## config.mk

```make
export PLATFORM = sky130hd
export DESIGN_NAME = alu_exec_unit_flat
export DESIGN_NICKNAME = d
export VERILOG_FILES = /design/src/rtl/alu_exec_unit_if.sv /design/src/rtl/alu_exec_unit.sv /design/src/flat_wrapper.sv
export SDC_FILE = /design/constraint.sdc
export NUM_CORES = 1
export LEC_CHECK = 0
export CORE_ASPECT_RATIO = 0.7
export CORE_MARGIN = 10
export CORE_UTILIZATION = 27
export DETAILED_ROUTE_END_ITERATION = 7
export MAX_ROUTING_LAYER = met4
export PLACE_DENSITY_LB_ADDON = 0.08
export SETUP_SLACK_MARGIN = 0.02
export SYNTH_ARGS = -nofsm -noshare
export SYNTH_HDL_FRONTEND = slang
export SYNTH_SLANG_ARGS = --single-unit
```

## constraint.sdc

```tcl
create_clock -name clk -period 6.85 [get_ports clk]
set_input_delay 1.37 -clock clk [delete_from_list [all_inputs] [get_ports clk]]
set_output_delay 1.37 -clock clk [all_outputs]
set_load 0.02 [all_outputs]
```

## src/rtl/alu_exec_unit_if.sv

```systemverilog
// Handshake bundle between the execute-stage operand muxes and the ALU execution unit.
// The master drives operands and the op code, and the slave returns the result.
interface alu_exec_unit_if #(
    parameter int WIDTH = 32
);
    logic             in_valid;
    logic             in_ready;
    logic [2:0]       alucontrol;
    logic [WIDTH-1:0] srca;
    logic [WIDTH-1:0] srcb;
    logic             out_valid;
    logic             out_ready;
    logic [WIDTH-1:0] result;
    logic             zero;
    logic             illegal;

    modport master (
        output in_valid, alucontrol, srca, srcb, out_ready,
        input  in_ready, out_valid, result, zero, illegal
    );

    modport slave (
        input  in_valid, alucontrol, srca, srcb, out_ready,
        output in_ready, out_valid, result, zero, illegal
    );
endinterface

```

## src/rtl/alu_exec_unit.sv

```systemverilog
// Handshaked, registered ALU execution unit driven by the 3-bit alucontrol code.
// Define ALU_SHIFT_EN to build in the multi-cycle serial shifter (sll/srl); otherwise those codes are illegal.
module alu_exec_unit #(
    parameter int WIDTH = 32
) (
    input  logic           clk,
    input  logic           reset,
    alu_exec_unit_if.slave bus
);
    localparam int SHW = $clog2(WIDTH);

`ifdef ALU_SHIFT_EN
    localparam bit SHIFT_EN = 1'b1;
`else
    localparam bit SHIFT_EN = 1'b0;
`endif

    typedef enum logic [1:0] {
        IDLE = 2'b00,
        BUSY = 2'b01,
        DONE = 2'b10
    } state_t;

    state_t           state_r;
    logic             in_ready_r;
    logic             out_valid_r;
    logic [WIDTH-1:0] result_r;
    logic             zero_r;
    logic             illegal_r;
    logic [WIDTH-1:0] alu_res_s;
    logic             legal_s;

`ifdef ALU_SHIFT_EN
    logic [WIDTH-1:0] shreg_r;
    logic [SHW-1:0]   cnt_r;
    logic             shl_r;
    logic             is_shift_s;
`endif

    // Single-cycle datapath; unsupported codes produce zero so the flag logic needs no special case.
    function automatic logic [WIDTH-1:0] alu_calc(input logic [2:0] op,
                                                  input logic [WIDTH-1:0] a,
                                                  input logic [WIDTH-1:0] b);
        logic [WIDTH-1:0] r;
        case (op)
            3'b000:  r = a + b;
            3'b001:  r = a - b;
            3'b010:  r = a & b;
            3'b011:  r = a | b;
            3'b101:  r = {{(WIDTH-1){1'b0}}, ($signed(a) < $signed(b))};
            default: r = {WIDTH{1'b0}};
        endcase
        return r;
    endfunction

    function automatic logic op_legal(input logic [2:0] op);
        logic ok;
        case (op)
            3'b000, 3'b001, 3'b010, 3'b011, 3'b101: ok = 1'b1;
            3'b110, 3'b111:                         ok = SHIFT_EN;
            default:                                ok = 1'b0;
        endcase
        return ok;
    endfunction

    // Decode the presented op code and compute the single-cycle result.
    always_comb begin
        alu_res_s = alu_calc(bus.alucontrol, bus.srca, bus.srcb);
        legal_s   = op_legal(bus.alucontrol);
`ifdef ALU_SHIFT_EN
        is_shift_s = 1'b0;
        if (bus.alucontrol[2:1] == 2'b11) begin
            is_shift_s = 1'b1;
        end else begin
            is_shift_s = 1'b0;
        end
`endif
    end

    // Control FSM with registered handshake and result outputs.
    always_ff @(posedge clk) begin
        if (reset) begin
            state_r     <= IDLE;
            in_ready_r  <= 1'b1;
            out_valid_r <= 1'b0;
            result_r    <= {WIDTH{1'b0}};
            zero_r      <= 1'b1;
            illegal_r   <= 1'b0;
`ifdef ALU_SHIFT_EN
            shreg_r     <= {WIDTH{1'b0}};
            cnt_r       <= {SHW{1'b0}};
            shl_r       <= 1'b0;
`endif
        end else begin
            case (state_r)
                IDLE: begin
                    if (bus.in_valid && in_ready_r) begin
                        in_ready_r <= 1'b0;
`ifdef ALU_SHIFT_EN
                        if (is_shift_s) begin
                            shreg_r <= bus.srca;
                            cnt_r   <= bus.srcb[SHW-1:0];
                            shl_r   <= ~bus.alucontrol[0];
                            state_r <= BUSY;
                        end else begin
                            result_r    <= alu_res_s;
                            zero_r      <= (alu_res_s == {WIDTH{1'b0}});
                            illegal_r   <= ~legal_s;
                            out_valid_r <= 1'b1;
                            state_r     <= DONE;
                        end
`else
                        result_r    <= alu_res_s;
                        zero_r      <= (alu_res_s == {WIDTH{1'b0}});
                        illegal_r   <= ~legal_s;
                        out_valid_r <= 1'b1;
                        state_r     <= DONE;
`endif
                    end else begin
                        state_r <= IDLE;
                    end
                end
`ifdef ALU_SHIFT_EN
                // One bit per cycle; a zero count still spends one cycle here.
                BUSY: begin
                    if (cnt_r != {SHW{1'b0}}) begin
                        if (shl_r) begin
                            shreg_r <= {shreg_r[WIDTH-2:0], 1'b0};
                        end else begin
                            shreg_r <= {1'b0, shreg_r[WIDTH-1:1]};
                        end
                        cnt_r <= cnt_r - SHW'(1);
                    end else begin
                        result_r    <= shreg_r;
                        zero_r      <= (shreg_r == {WIDTH{1'b0}});
                        illegal_r   <= 1'b0;
                        out_valid_r <= 1'b1;
                        state_r     <= DONE;
                    end
                end
`endif
                DONE: begin
                    if (bus.out_ready) begin
                        out_valid_r <= 1'b0;
                        in_ready_r  <= 1'b1;
                        state_r     <= IDLE;
                    end else begin
                        state_r <= DONE;
                    end
                end
                default: begin
                    state_r     <= IDLE;
                    in_ready_r  <= 1'b1;
                    out_valid_r <= 1'b0;
                end
            endcase
        end
    end

    assign bus.in_ready  = in_ready_r;
    assign bus.out_valid = out_valid_r;
    assign bus.result    = result_r;
    assign bus.zero      = zero_r;
    assign bus.illegal   = illegal_r;
endmodule

```

## src/flat_wrapper.sv

```systemverilog
// flat-port wrapper written by rule: the top's interface ports become plain ports
module alu_exec_unit_flat 
#(
    parameter int WIDTH = 32
)
  (clk, reset, bus_in_valid, bus_alucontrol, bus_srca, bus_srcb, bus_out_ready, bus_in_ready, bus_out_valid, bus_result, bus_zero, bus_illegal);
  alu_exec_unit_if #(.WIDTH(WIDTH)) bus_i ();
  input  logic clk;
  input  logic reset;
  input wire logic [$bits(bus_i.in_valid)-1:0] bus_in_valid;
  input wire logic [$bits(bus_i.alucontrol)-1:0] bus_alucontrol;
  input wire logic [$bits(bus_i.srca)-1:0] bus_srca;
  input wire logic [$bits(bus_i.srcb)-1:0] bus_srcb;
  input wire logic [$bits(bus_i.out_ready)-1:0] bus_out_ready;
  output wire logic [$bits(bus_i.in_ready)-1:0] bus_in_ready;
  output wire logic [$bits(bus_i.out_valid)-1:0] bus_out_valid;
  output wire logic [$bits(bus_i.result)-1:0] bus_result;
  output wire logic [$bits(bus_i.zero)-1:0] bus_zero;
  output wire logic [$bits(bus_i.illegal)-1:0] bus_illegal;
  assign bus_i.in_valid = bus_in_valid;
  assign bus_i.alucontrol = bus_alucontrol;
  assign bus_i.srca = bus_srca;
  assign bus_i.srcb = bus_srcb;
  assign bus_i.out_ready = bus_out_ready;
  assign bus_in_ready = bus_i.in_ready;
  assign bus_out_valid = bus_i.out_valid;
  assign bus_result = bus_i.result;
  assign bus_zero = bus_i.zero;
  assign bus_illegal = bus_i.illegal;
  alu_exec_unit #(.WIDTH(WIDTH)) u_core (.clk(clk), .reset(reset), .bus(bus_i));
endmodule
```

==> metrics, run 1 <==
Yosys cell types 78; Clock Skew about 5.4 ps; critical path, cell by cell clkdlybuf4s50_1, inv_1, ha_1, fa_1, o21ba_1, o41ai_4, o311ai_1, o31ai_1, xnor2_1, a221oi_1, o2111a_1, and4b_1, and4_1, nand4_1, and4bb_1, a221o_1; sequential cell area around 740 sq um; R2R cell count 11; initial core utilization between 20% and 30%; fin util approximately a third; CP max stage delay about 730 ps; mux share of post-synthesis cell area under 10%; final setup violation count 0; post-synthesis compound-gate area fraction 32.5%; fillers about 2500; Remaining DRCs 0; Hold/Removal Path Class reg2reg; Req. time, crit path 7080 ps; vias per cell between 5 and 6; vias in the first global route about 6700; CTS Sinks 37; Cells after Synth between 900 and 1000; TNS Setup 0 ps; simple-gate share of the synthesized area 21.0%; RSZ-0062 raised after global routing no; Initial DRT Pass Iterations 5; FF-to-FF setup slack ~4400 ps; H-tree depth 2; adder-cell share of the synthesized area a little over a fifth; CTS Buf Count 5; Die ar. 30300 sq um; final worst path period share 80.0%; worst setup path class in2reg; Max Root-Sink Buffers 2; DR vias 7026; multi-input logic area approximately 5100 sq um; layout cells sized above 1 4.73%; clk_lat worst skew about 280 ps; most used flip-flop cell after synthesis dfxtp_1; Worst Max-Slew Pin Slew approximately 1200 ps; post-route ant nets 0; Placement Setup Slack around 1200 ps; clk slew on worst S/H paths approximately 60 ps; sequential area share after synthesis a little under an eighth; Final Hold Viols 0; CP Depth 16; mapped cell area 6390 sq um; synthesized flop and latch total 37; largest family of logic cells by synthesized area compound AO/OA/AOI/OAI gates; postcts setup bufs 0; Post-synth ARST share 0%; placed instance area approximately 7700 sq um; Cells on Worst Hold Path 2; Data arrival, critical path 5700 ps; crit path time final around 5500 ps; die height approximately 150 um; CTS resizes 0; Post-Syn Nets about 1100; status completed; critical path capture point type flip-flop; initial detailed-routing violation count around 770; Placeable Area 23500 sq um; largest net degree at the start of global routing 58; Max Fclk 183 MHz; EDFF count, synth 0; Die X about 200 um; wirelength, routed 27300 um; Non-Filler Cell Area, Final approximately 8000 sq um; crit-path max FO 6; Final Total Pwr 1.09 mW; Power Density about 140 nW/um^2; Leak about 3.4 nW; startpoint types input port; Row Count 47; number of nets in the layout 1170; input/output buffers ~110; Final HPWL DP about 22000 um; Final WS setup roughly 1400 ps; peak supply drop approximately 0.095 mV; cts hold-fix bufs 0; XOR/XNOR share of the synthesized area under 10%; Ys Warns 0; Area Overhead vs Synth 23.4%; Buf+Inv Stages, Crit Path 2; CTS tree yes; relative slew slack ~22%; Mapped Avg Cell Area ~7.0 sq um; initial antenna violation count 0; Ports around 110; final max-slew violation count 0; Top delay family on crit path compound AO/OA/AOI/OAI gates; wire per inst ~21 um; max_cap viols 0; CTS root buf clkbuf_16; first-pass GRT wire length between 40000 and 50000 um; gr ovfl total 0; CP max-delay cell a221oi_1; placer congestion estimate about 0.94; Total GRT Usage 17.7%
==> cell families (layout without fill, tap and decap cells) <==
family                     count (synthesis)  count (layout)
buffers and inverters                    146             223
and+or+nand+nor                          288             288
adders and majority gates                107             107
AOI/OAI and AO/OA                        305             305
xor gates and xnor gates                  25              25
other                                      0               1
DFF                                       37              37
muxes                                      8               8
==> metal layers <==
layer	wire length, um	global-route usage, %
met3	2040	2.98
met4	217	2.01
met2	9770	21.6
met1	15300	28.9
met5	0	-
==> Yosys cell counts (all sizes together) (4+ instances only) <==
library cell / n / area share (%)
a211oi: 39 / 4.7
a21o: 7 / 0.82
a21oi: 88 / 6.9
a221o: 4 / 0.63
a221oi: 13 / 2.2
a22oi: 8 / 0.94
a311oi: 4 / 0.65
a31oi: 8 / 0.78
and2: 5 / 0.49
buf: 20 / 1.7
clkbuf: 31 / 1.8
dfxtp: 37 / 12
ha: 105 / 21
inv: 95 / 5.6
mux2i: 7 / 1.1
nand2: 84 / 4.9
nand2b: 8 / 0.78
nand3: 9 / 0.70
nand4: 9 / 0.88
nor2: 109 / 6.4
nor2b: 12 / 1.2
nor3: 21 / 1.6
nor4: 11 / 1.3
o2111ai: 4 / 0.55
o211ai: 13 / 1.6
o21a: 5 / 0.59
o21ai: 59 / 4.7
o21bai: 4 / 0.47
o22ai: 4 / 0.39
o311ai: 4 / 0.55
o31ai: 12 / 1.4
xnor2: 19 / 2.6
xor2: 6 / 0.82
==> cell type report <==
cell class              count  area share [%]
diodes                      1          0.0317
well taps                 318            5.05
clock buffers               6            1.76
inverters                  95            4.52
multi-input cells         733            64.3
flip-flops and latches     37            9.40
clock inverters             2           0.175
repair buffers            120            14.7
==> sequential cells by signal (all words and copies together), names as in the netlist <==
name,flops
u_core.bus.zero,1
u_core.bus.in_ready,1
u_core.state_r,1
u_core.bus.illegal,1
u_core.bus.result,32
u_core.bus.out_valid,1
==> stage by stage <==
stage          hold WS [ps]  std cells
2_1_floorplan           460        916
3_3_place_gp            448       1303
3_5_place_dp            447       1303
4_1_cts                 453       1311
5_1_grt                 482       1311
6_report                451       1312
==> path summary, 6_finish.rpt <==
check,from,to
worst max register to register,u_core.state_r[1],u_core.bus.zero
worst min-delay path,u_core.bus.illegal,u_core.bus.illegal
worst min register to register,u_core.bus.illegal,u_core.bus.illegal
worst max-delay path,bus_srca[0],u_core.bus.zero
==> power by group <==
group          switching (mW)  internal, mW
Combinational           0.376         0.232
Sequential             0.0133         0.234
Clock                  0.0944         0.145
Total                   0.483         0.611
==> placed cells by master, fill, tap and decap left out, types with 7 or more instances in the layout <==
master           instances
a211oi_1                38
a21o_1                   7
a21oi_1                 87
a221oi_1                 9
a22oi_1                  8
a31oi_1                  8
buf_4                   14
clkdlybuf4s50_1        105
dfxtp_1                 37
ha_1                   105
inv_1                   89
mux2i_1                  7
nand2_1                 84
nand2b_1                 8
nand3_1                  9
nand4_1                  9
nor2_1                 108
nor2b_1                 12
nor3_1                  21
nor4_1                  10
o211ai_1                12
o21ai_0                 41
o21ai_1                 16
o31ai_1                 12
xnor2_1                 19
==> tightest hold or removal path, cell delays in order, from the launching register on <==
cell,delay (ps)
dfxtp_1,310
nand2_1,50
a21oi_1,50
No activity file was read; power rests on OpenSTA's default activity.
==> inputs of run 2 (changes only) <==
Clock period 6.85 ns to 5 ns, I/O delays scaled along.
==> run 2 against run 1 <==
  * Register-to-register slack got worse by 1800 ps
  * Count of clock-buffer cells in the layout increased by 1
  * Clock skew about the same
  * Final cell count increased by 6.5%
  * Flip-flop and latch count unchanged
  * Die area unchanged
  * First-iteration DRC count decreased by 9.9%
  * Critical path type unchanged
  * Critical endpoint unchanged
  * Largest cell class unchanged
==> metrics, run 2 (synthesis results as in run 1) <==
crit-path max FO 3; worst setup path class in2reg; relative slew slack a little over half; TNS Setup 0 ps; wirelength, routed between 20000 and 30000 um; wire per inst 19.8 um; CTS Sinks 37; Leak roughly 3.8 nW; postcts setup bufs 0; Final Total Pwr between 1.5 and 2 mW; critical path capture point type flip-flop; initial detailed-routing violation count approximately 690; die height 149 um; status completed; RSZ-0062 raised after global routing no; Req. time, crit path ~5200 ps; Remaining DRCs 0; Total GRT Usage 17.8%; Area Overhead vs Synth 33.8%; input/output buffers between 100 and 150; CTS root buf clkbuf_16; crit path time final approximately 4700 ps; CTS Buf Count 5; initial antenna violation count 0; final setup violation count 0; Row Count between 40 and 50; fillers 2522; Placeable Area between 20000 and 25000 sq um; clk slew on worst S/H paths 60 ps; Max Root-Sink Buffers 2; sequential cell area between 700 and 800 sq um; Placement Setup Slack between 50 and 60 ps; cts hold-fix bufs 0; startpoint types input port; max reg flops 32; peak supply drop 0.121 mV; FF-to-FF setup slack around 2600 ps; CTS resizes 0; Die X 204 um; gr ovfl total 0; Clock Skew roughly 5.5 ps; first-pass GRT wire length around 41000 um; max_cap viols 0; H-tree depth 2; DR vias just over 7000; vias in the first global route just under 7000; Worst Max-Slew Pin Slew 710 ps; post-route insts no fill approximately 1400; most frequent cells in the layout nor2_1 (108), ha_1 (105), clkdlybuf4s50_1 (105); Max Fclk ~210 MHz; Die ar. approximately 30000 sq um; placer congestion estimate around 0.96; Cells after DPL 1390; Power Density 183 nW/um^2; multi-input logic area approximately 5100 sq um; number of nets in the layout roughly 1300; vias per cell about 5.2; Final Hold Viols 0; Ports roughly 110; layout cells sized above 1 about an eighth; antenna cell count 0; Hold/Removal Path Class reg2reg; Final HPWL DP between 20000 and 25000 um; Final WS setup 329 ps; commonest non-fill, non-tap cell in the layout nor2_1; CTS tree yes; final max-slew violation count 0; Data arrival, critical path around 4900 ps; post-route ant nets 0; Initial DRT Pass Iterations 6; largest net degree at the start of global routing between 60 and 70; final worst path period share 93.4%; initial core utilization between 20% and 30%; clk_lat worst skew between 200 and 300 ps
## run 2: changes by cell type in the layout (fill, tap and decap cells not counted), sizes merged
cell / change
buf: +87
clkinv: -2
diode: -1
clkbuf: +1
## run 2: power breakdown
part | internal [mW] | total [mW] | switching [mW]
logic | 0.388 | 0.917 | 0.530
registers | 0.321 | 0.339 | 0.0181
clock network | 0.196 | 0.312 | 0.116
total | 0.904 | 1.57 | 0.664
## run 2: layout make-up
class,instances,share of cell area (%)
Timing Repair Buffer,207,21.5
Inverter,95,4.17
Multi-Input combinational cell,733,59.3
Clock buffer,7,1.67
Tap cell,318,4.65
Sequential cell,37,8.66
## run 2: per-layer routing
| layer | wire length (um) | global-route usage, % |
|---|---|---|
| met1 | 15400 | 28.6 |
| met5 | 0 | - |
| met4 | 95 | 1.41 |
| met3 | 2110 | 3.22 |
| met2 | 10000 | 22.2 |
## run 2: worst paths after layout
path / cells after the start / from / end
max: 17 / bus_srcb[0] / u_core.bus.zero
max reg2reg: 11 / u_core.state_r[1] / u_core.bus.zero
min reg2reg: 2 / u_core.bus.illegal / u_core.bus.illegal
min: 2 / u_core.bus.illegal / u_core.bus.illegal
## run 2: metrics by stage
stage | utilization [%] | hold WS (ps) | area (sq um)
2_1_floorplan | - | 460 | 6390
3_3_place_gp | 35.8 | 444 | 8410
3_5_place_dp | 35.8 | 443 | 8410
4_1_cts | 36.4 | 451 | 8550
5_1_grt | 36.4 | 489 | 8550
6_report | 36.4 | 451 | 8550
## run 2: critical path: stages
cell             delay [ps]
clkdlybuf4s50_1         470
ha_1                    270
fa_1                    400
a21oi_1                 240
nor2_1                   80
buf_4                   160
o21ai_1                 170
a21oi_1                 140
a21oi_1                 380
buf_4                   180
a21oi_2                  50
xnor2_1                 170
a221oi_2                400
and4_1                  270
nand4_1                 100
and4bb_1                260
a221o_1                 130
==> variant 1, RTL diff (settings of run 1) <==
Build with the macro `ALU_SHIFT_EN` defined.
--- a/src/rtl/alu_exec_unit.sv
+++ b/src/rtl/alu_exec_unit.sv
@@ -1,5 +1,7 @@
 // Handshaked, registered ALU execution unit driven by the 3-bit alucontrol code.
 // Define ALU_SHIFT_EN to build in the multi-cycle serial shifter (sll/srl); otherwise those codes are illegal.
+`define ALU_SHIFT_EN
+
 module alu_exec_unit #(
     parameter int WIDTH = 32
 ) (
Function: changed (Yosys sat finds a counterexample within 4 cycles, from zero or initial values and one cycle with reset high).
==> variant 1 against run 1 <==
- design area is 40% higher
- critical path depth shrank 2
- total power up 58%
- clock power grew 100%
- routed wire length is 51% higher
- sequential cell count increased by 39
- setup slack got worse by 0.21 ns
- synthesized area grew 46%
==> variant 1: results (changes against run 1) <==
Yosys
By count the netlist is led by 171 x nand2_1, 138 x a21oi_1, 126 x nor2_1. By area the synthesized netlist is led by dfxtp_1 16%, ha_1 15%, a21oi_1 7.4%, nand2_1 6.9%, nor2_1 5.1%. The sequential-to-total area share from yosys stat came to 16.3% (+4.7 points). The number of enable flip-flop cells after synthesis is 0 (unchanged). The Yosys warning count is 0 (unchanged). For this run, the leading register cell type out of synthesis is dfxtp_1. The post-synthesis cell type with the largest combined area is dfxtp_1. The unique cell type count in the Yosys netlist is 86 (+10%). The proportion of register bits with asynchronous set or reset after synthesis came to 0% (unchanged). The number of nets produced by synthesis was 1517 (+39%).

Critical path
The delay contributed by the slowest stage of the critical path is 0.64 ns (-0.09 ns). The reg-to-reg startpoint is u_core.cnt_r[0]. The signal arrival time at the worst endpoint is 5.96 ns (+0.26 ns). The largest fanout of any net on the critical path was 12 (+6).

The endpoint of the most critical register-to-register path is u_core.bus.zero. The worst setup slack for register-to-register paths was 2.74 ns (-1.69 ns). The slowest stage of the critical path belongs to the cell a31oi_1.

The depth of the worst register-to-register path is 14 (+3). The top cell family by delay on the critical path is compound AO/OA/AOI/OAI gates.

Route
The total wire length is 41.2 mm (+51%). The number of DRC markers in iteration 0 is 1066 (+39%). The number of vias in the routed layout is 10100 (+44%).

CTS
The deepest clock path buffer count is 2 (unchanged). The clock transition time at the flip-flop clock pins of the worst setup and hold paths is 0.06 ns (about the same). The count of instances resized after the clock tree is built is 0 (unchanged). The number of CTS-inserted buffers was 9 (+4). In this run the clock root is driven by a clkbuf_16.

The count of H-tree levels built during CTS is 3 (+1). The clock latency at the later pin of the worst-skew pair came to 0.35 ns (+0.07 ns).

Timing
The slew at the pin closest to its max-slew limit is 1.15 ns (-0.0161 ns). The largest clock skew in the final design came to 0.0104 ns (+0.00500 ns). The worst hold slack is 0.453 ns (+0.00218 ns).

Worst hold path
The worst hold path stage count was 2 (unchanged). The worst hold path begins at u_core.bus.result[19]. The tightest min-delay check is of the flip-flop to flip-flop type. The worst hold path terminates at u_core.bus.result[19].

Power and ir drop
The leakage power of the design was 4.32 nW (+28%). The maximum resistive drop on vdd is 152 uV (+60%).

Global routing
The global-route total usage across every layer is 19.3% (+1.6 points). The initial antenna violation count was 2 (+2). The via count of the first global-routing pass is 9742 (+46%).

The global-route wire length before repair is 62.5 mm (+51%). The pin count of the biggest net entering global routing is 91 (+57%).

Outcome
The run finished with clean final reports.

Placed design
The final RePlAce weighted congestion is 0.937 (-0.71%). The half-perimeter wire length of the detailed placement result is 32.1 mm (+45%). The placement-stage cell area was 0.0107 mm2 (+39%).

Layout
The fraction of final layout cells sized beyond drive strength 1 came to 3.93% (-0.81 points). The number of nets in the final layout was 1559 (+33%).
variant 1: cell count changes after synthesis, sizes merged, moves of 9 or more:
cell	before	now
mux2i	7	46
o21bai	4	13
nor2	109	126
clkbuf	31	64
dfxtp	37	76
nor3	21	41
nand3	9	18
ha	105	115
nand2	84	171
or3	3	18
a21oi	88	140
o211ai	13	55
variant 1: layer usage:
| metal | up-vias | GRT usage, % | part of all wire [%] |
|---|---|---|---|
| li1 | 4870 | - | - |
| met1 | 4896 | 27.3 | 50 |
| met2 | 348 | 28.9 | 43 |
| met3 | 30 | 2.65 | 5.0 |
| met4 | 0 | 3.27 | 1.4 |
| met5 | - | - | 0 |
variant 1: worst register-to-register path, stage by stage (launching register included):
cell      delay [ns]
dfxtp_1         0.33
inv_1           0.12
ha_1            0.17
nor4b_1         0.76
nand2_1         0.20
a21oi_2         0.17
buf_4           0.30
o311ai_1        0.12
a211oi_1        0.28
nand4b_1        0.13
nor4_1          0.47
nand4_1         0.22
nor4_1          0.37
nand4_1         0.16
o311ai_2        0.23
variant 1: worst max-delay path by stage:
stage | endpoint | from | slack, ns | cells after the start
detailed placement | u_core.bus.zero | bus_srca[6] | 0.92 | 14
global route | u_core.bus.result[29] | bus_srca[6] | 1.06 | 14
global placement | u_core.bus.zero | bus_srca[6] | 0.89 | 14
CTS | u_core.bus.zero | bus_srca[6] | 1.27 | 14
floorplan | u_core.bus.zero | bus_srca[0] | 2.31 | 14
finish | u_core.bus.result[29] | bus_srca[6] | 1.17 | 14
variant 1: cell type report:
type	count	area [um2]
Antenna cell	2	5.00
Clock buffer	11	243
Clock inverter	4	48.8
Fill cell	3718	22800
Inverter	102	383
Multi-Input combinational cell	1059	7030
Sequential cell	76	1520
Tap cell	464	581
Timing Repair Buffer	123	1190
variant 1: kinds of logic (layout without fill, tap and decap cells):
| family | Yosys count | in the layout | share of synthesized area, % |
|---|---|---|---|
| buffers and inverters | 194 | 240 | 8.71 |
| other | 0 | 2 | 0 |
| AND/OR/NAND/NOR | 461 | 461 | 22.7 |
| multiplexers | 47 | 47 | 5.05 |
| adder cells (fa/ha/maj) | 117 | 117 | 15.8 |
| flip-flops | 76 | 76 | 16.3 |
| XOR/XNOR | 13 | 13 | 1.22 |
| AO/OA/AOI/OAI | 421 | 421 | 30.3 |
variant 1: stage by stage:
step	instances	setup WS [ns]	power [mW]	util (%)
2_1_floorplan	1329	2.31	0.957	-
3_3_place_gp	1824	0.894	1.25	31.6
3_5_place_dp	1824	0.921	1.24	31.6
4_1_cts	1839	1.27	1.73	32.5
5_1_grt	1841	1.06	1.83	32.5
6_report	1841	1.17	1.73	32.5
variant 1: where the power goes:
part	total [mW]	leakage [nW]	internal [mW]	switching [mW]
clock	0.486	0.146	0.290	0.195
sequential	0.501	0.618	0.469	0.0324
combinational	0.740	3.56	0.266	0.473
==> variant 2, RTL diff (config.mk and constraints of run 1) <==
Without the edit above. Re-encode `state_t` (3 states) as one-hot, 3 bits wide.
--- a/src/rtl/alu_exec_unit.sv
+++ b/src/rtl/alu_exec_unit.sv
@@ -15,10 +15,10 @@
     localparam bit SHIFT_EN = 1'b0;
 `endif
 
-    typedef enum logic [1:0] {
-        IDLE = 2'b00,
-        BUSY = 2'b01,
-        DONE = 2'b10
+    typedef enum logic [2:0] {
+        IDLE = 3'b001,
+        BUSY = 3'b010,
+        DONE = 3'b100
     } state_t;
 
     state_t           state_r;
Check against the original RTL: same outputs for any inputs over 10 cycles, from zero or initial values and one cycle with reset high; not proved beyond that.
==> variant 2 against run 1 <==
- routed wire length decreased by 4.6%
- largest power group unchanged
- setup slack worse by 0.092 ns
- synthesized area is 1.1% higher
- total power is 15% higher
- worst hold slack better by 0.0044 ns
- design area shrank 0.19%
- via count fell by 2.4%
- sequential cell count up 1
==> variant 2: results (changes against run 1) <==
Placed design
The setup slack at placement is 1.07 ns (-0.116 ns). The half-perimeter wire length of the detailed placement result is 21.2 mm (-4.5%). The placement-stage cell area is 0.00771 mm2 (-0.29%). The final RePlAce weighted congestion is 0.935 (-0.88%). The total instance count after detailed placement is 1306 (+0.23%).

Power and ir drop
The power share of the combinational group is 57.0% (+1.5 points). The power dissipated by switching net loads is 546 uW (+13%). The maximum resistive drop on vdd was 94.6 uV (-0.86%).

The leakage power of the design is 3.43 nW (+1.7%). The clock-net power is 259 uW (+8.4%).

Layout
The count of clock buffers in the final design is 7 (+1). The filler cell count came to 2563 (+1.7%). The utilization of the core after routing came to 33.4% (-0.23 points).

The number of nets in the final layout is 1176 (+0.51%). The fraction of standard cell area that is sequential was 9.67% (+0.27 points). The multi-input combinational area share is 64.4% (about the same). The fraction of area in non-clock buffers is 14.3% (-0.42 points). The number of diodes added for antenna fixing came to 0 (-1). The count of multi-input combinational gates is 739 (+0.82%). The fraction of final layout cells sized beyond drive strength 1 is 4.12% (-0.62 points). The clock network contribution to total cell area is 2.07% (+0.13 points).

The non-clock inverter total of the final layout is 95 (unchanged).

Yosys
Ranked by instance count, the synthesized netlist is headed by 108 x ha_1, 95 x inv_1, 92 x nor2_1. The number of nets produced by synthesis is 1110 (+1.5%). By area the synthesized netlist is led by ha_1 21%, dfxtp_1 12%, a21oi_1 6.9%, inv_1 5.5%, nor2_1 5.3%. The unique cell type count in the Yosys netlist is 73 (-6.4%). The sequential-to-total area share from yosys stat was 11.8% (+0.18 points). The number of register bits inferred by synthesis was 38 (+2.7%).

The number of standard cells after synthesis is 929 (+1.4%).

Global routing
The global-route wire length before repair is 39.8 mm (-3.6%). The via count of the first global-routing pass is 6535 (-2.2%). The global-route total usage across every layer is 16.8% (-0.91 points). The pin count of the biggest net entering global routing is 66 (+14%).

Critical path
The top cell family by delay on the critical path is simple AND/OR/NAND/NOR gates. The worst setup slack for register-to-register paths is 5.13 ns (+0.70 ns). The largest fanout of any net on the critical path came to 13 (+7). The delay contributed by the slowest stage of the critical path is 0.58 ns (-0.15 ns).

The first element of the critical path is bus_srcb[12]. The reg-to-reg startpoint is u_core.state_r[2]. The signal arrival time at the worst endpoint is 5.76 ns (+0.06 ns).

Route
The total wire length came to 26.1 mm (-4.6%). The number of vias in the routed layout came to 6856 (-2.4%). The number of DRC markers in iteration 0 is 604 (-21%). The mean number of vias per cell is 5.22 (-2.6%). The number of remaining DRC errors was 0 (unchanged). The first-pass detailed-route iteration total is 5 (unchanged).

Timing
The fmax is 0.180 GHz (-1.7%). The worst slew slack as a fraction of its limit is 29.9% (+7.8 points). The largest clock skew in the final design was 0.00306 ns (-0.00232 ns). The worst hold slack is 0.455 ns (+0.00443 ns).

Outcome
The run finished with clean final reports.

CTS
The deepest clock path buffer count was 2 (unchanged). The post-CTS setup-driven buffer insertion count came to 0 (unchanged).

Floorplan
The die span in x is 205 um (+0.50%).

Worst hold path
The worst hold path startpoint is u_core.bus.result[0].
## variant 2: cell count changes after synthesis, sizes merged, moves of 9 or more
cell           run 1  this run
nor2             109        92
nor3              21        36
nand3              9        21
clkbuf            31        40
## variant 2: worst paths after layout
path / depth (start not counted) / end
worst max-delay path: 14 / u_core.bus.zero
worst min-delay path: 2 / u_core.bus.result[0]
worst max register to register: 7 / u_core.bus.result[24]
worst min register to register: 2 / u_core.bus.result[0]
## variant 2: routing by layer
metal	track usage [%]	share of wire [%]	vias to the layer above	wire, um
li1	-	-	3411	-
met1	27.2	56	3213	14700
met2	21.5	37	220	9560
met3	2.25	6.5	12	1700
met4	1.39	0.53	0	138
met5	-	0	-	0
## variant 2: logic make-up after synthesis
logic type               synth area share [%]
multiplexers                             1.55
adder cells (fa/ha/maj)                  21.5
AO/OA/AOI/OAI                            29.9
AND/OR/NAND/NOR                          21.7
flip-flops                               11.8
XOR/XNOR                                 3.66
buffers and inverters                    9.89
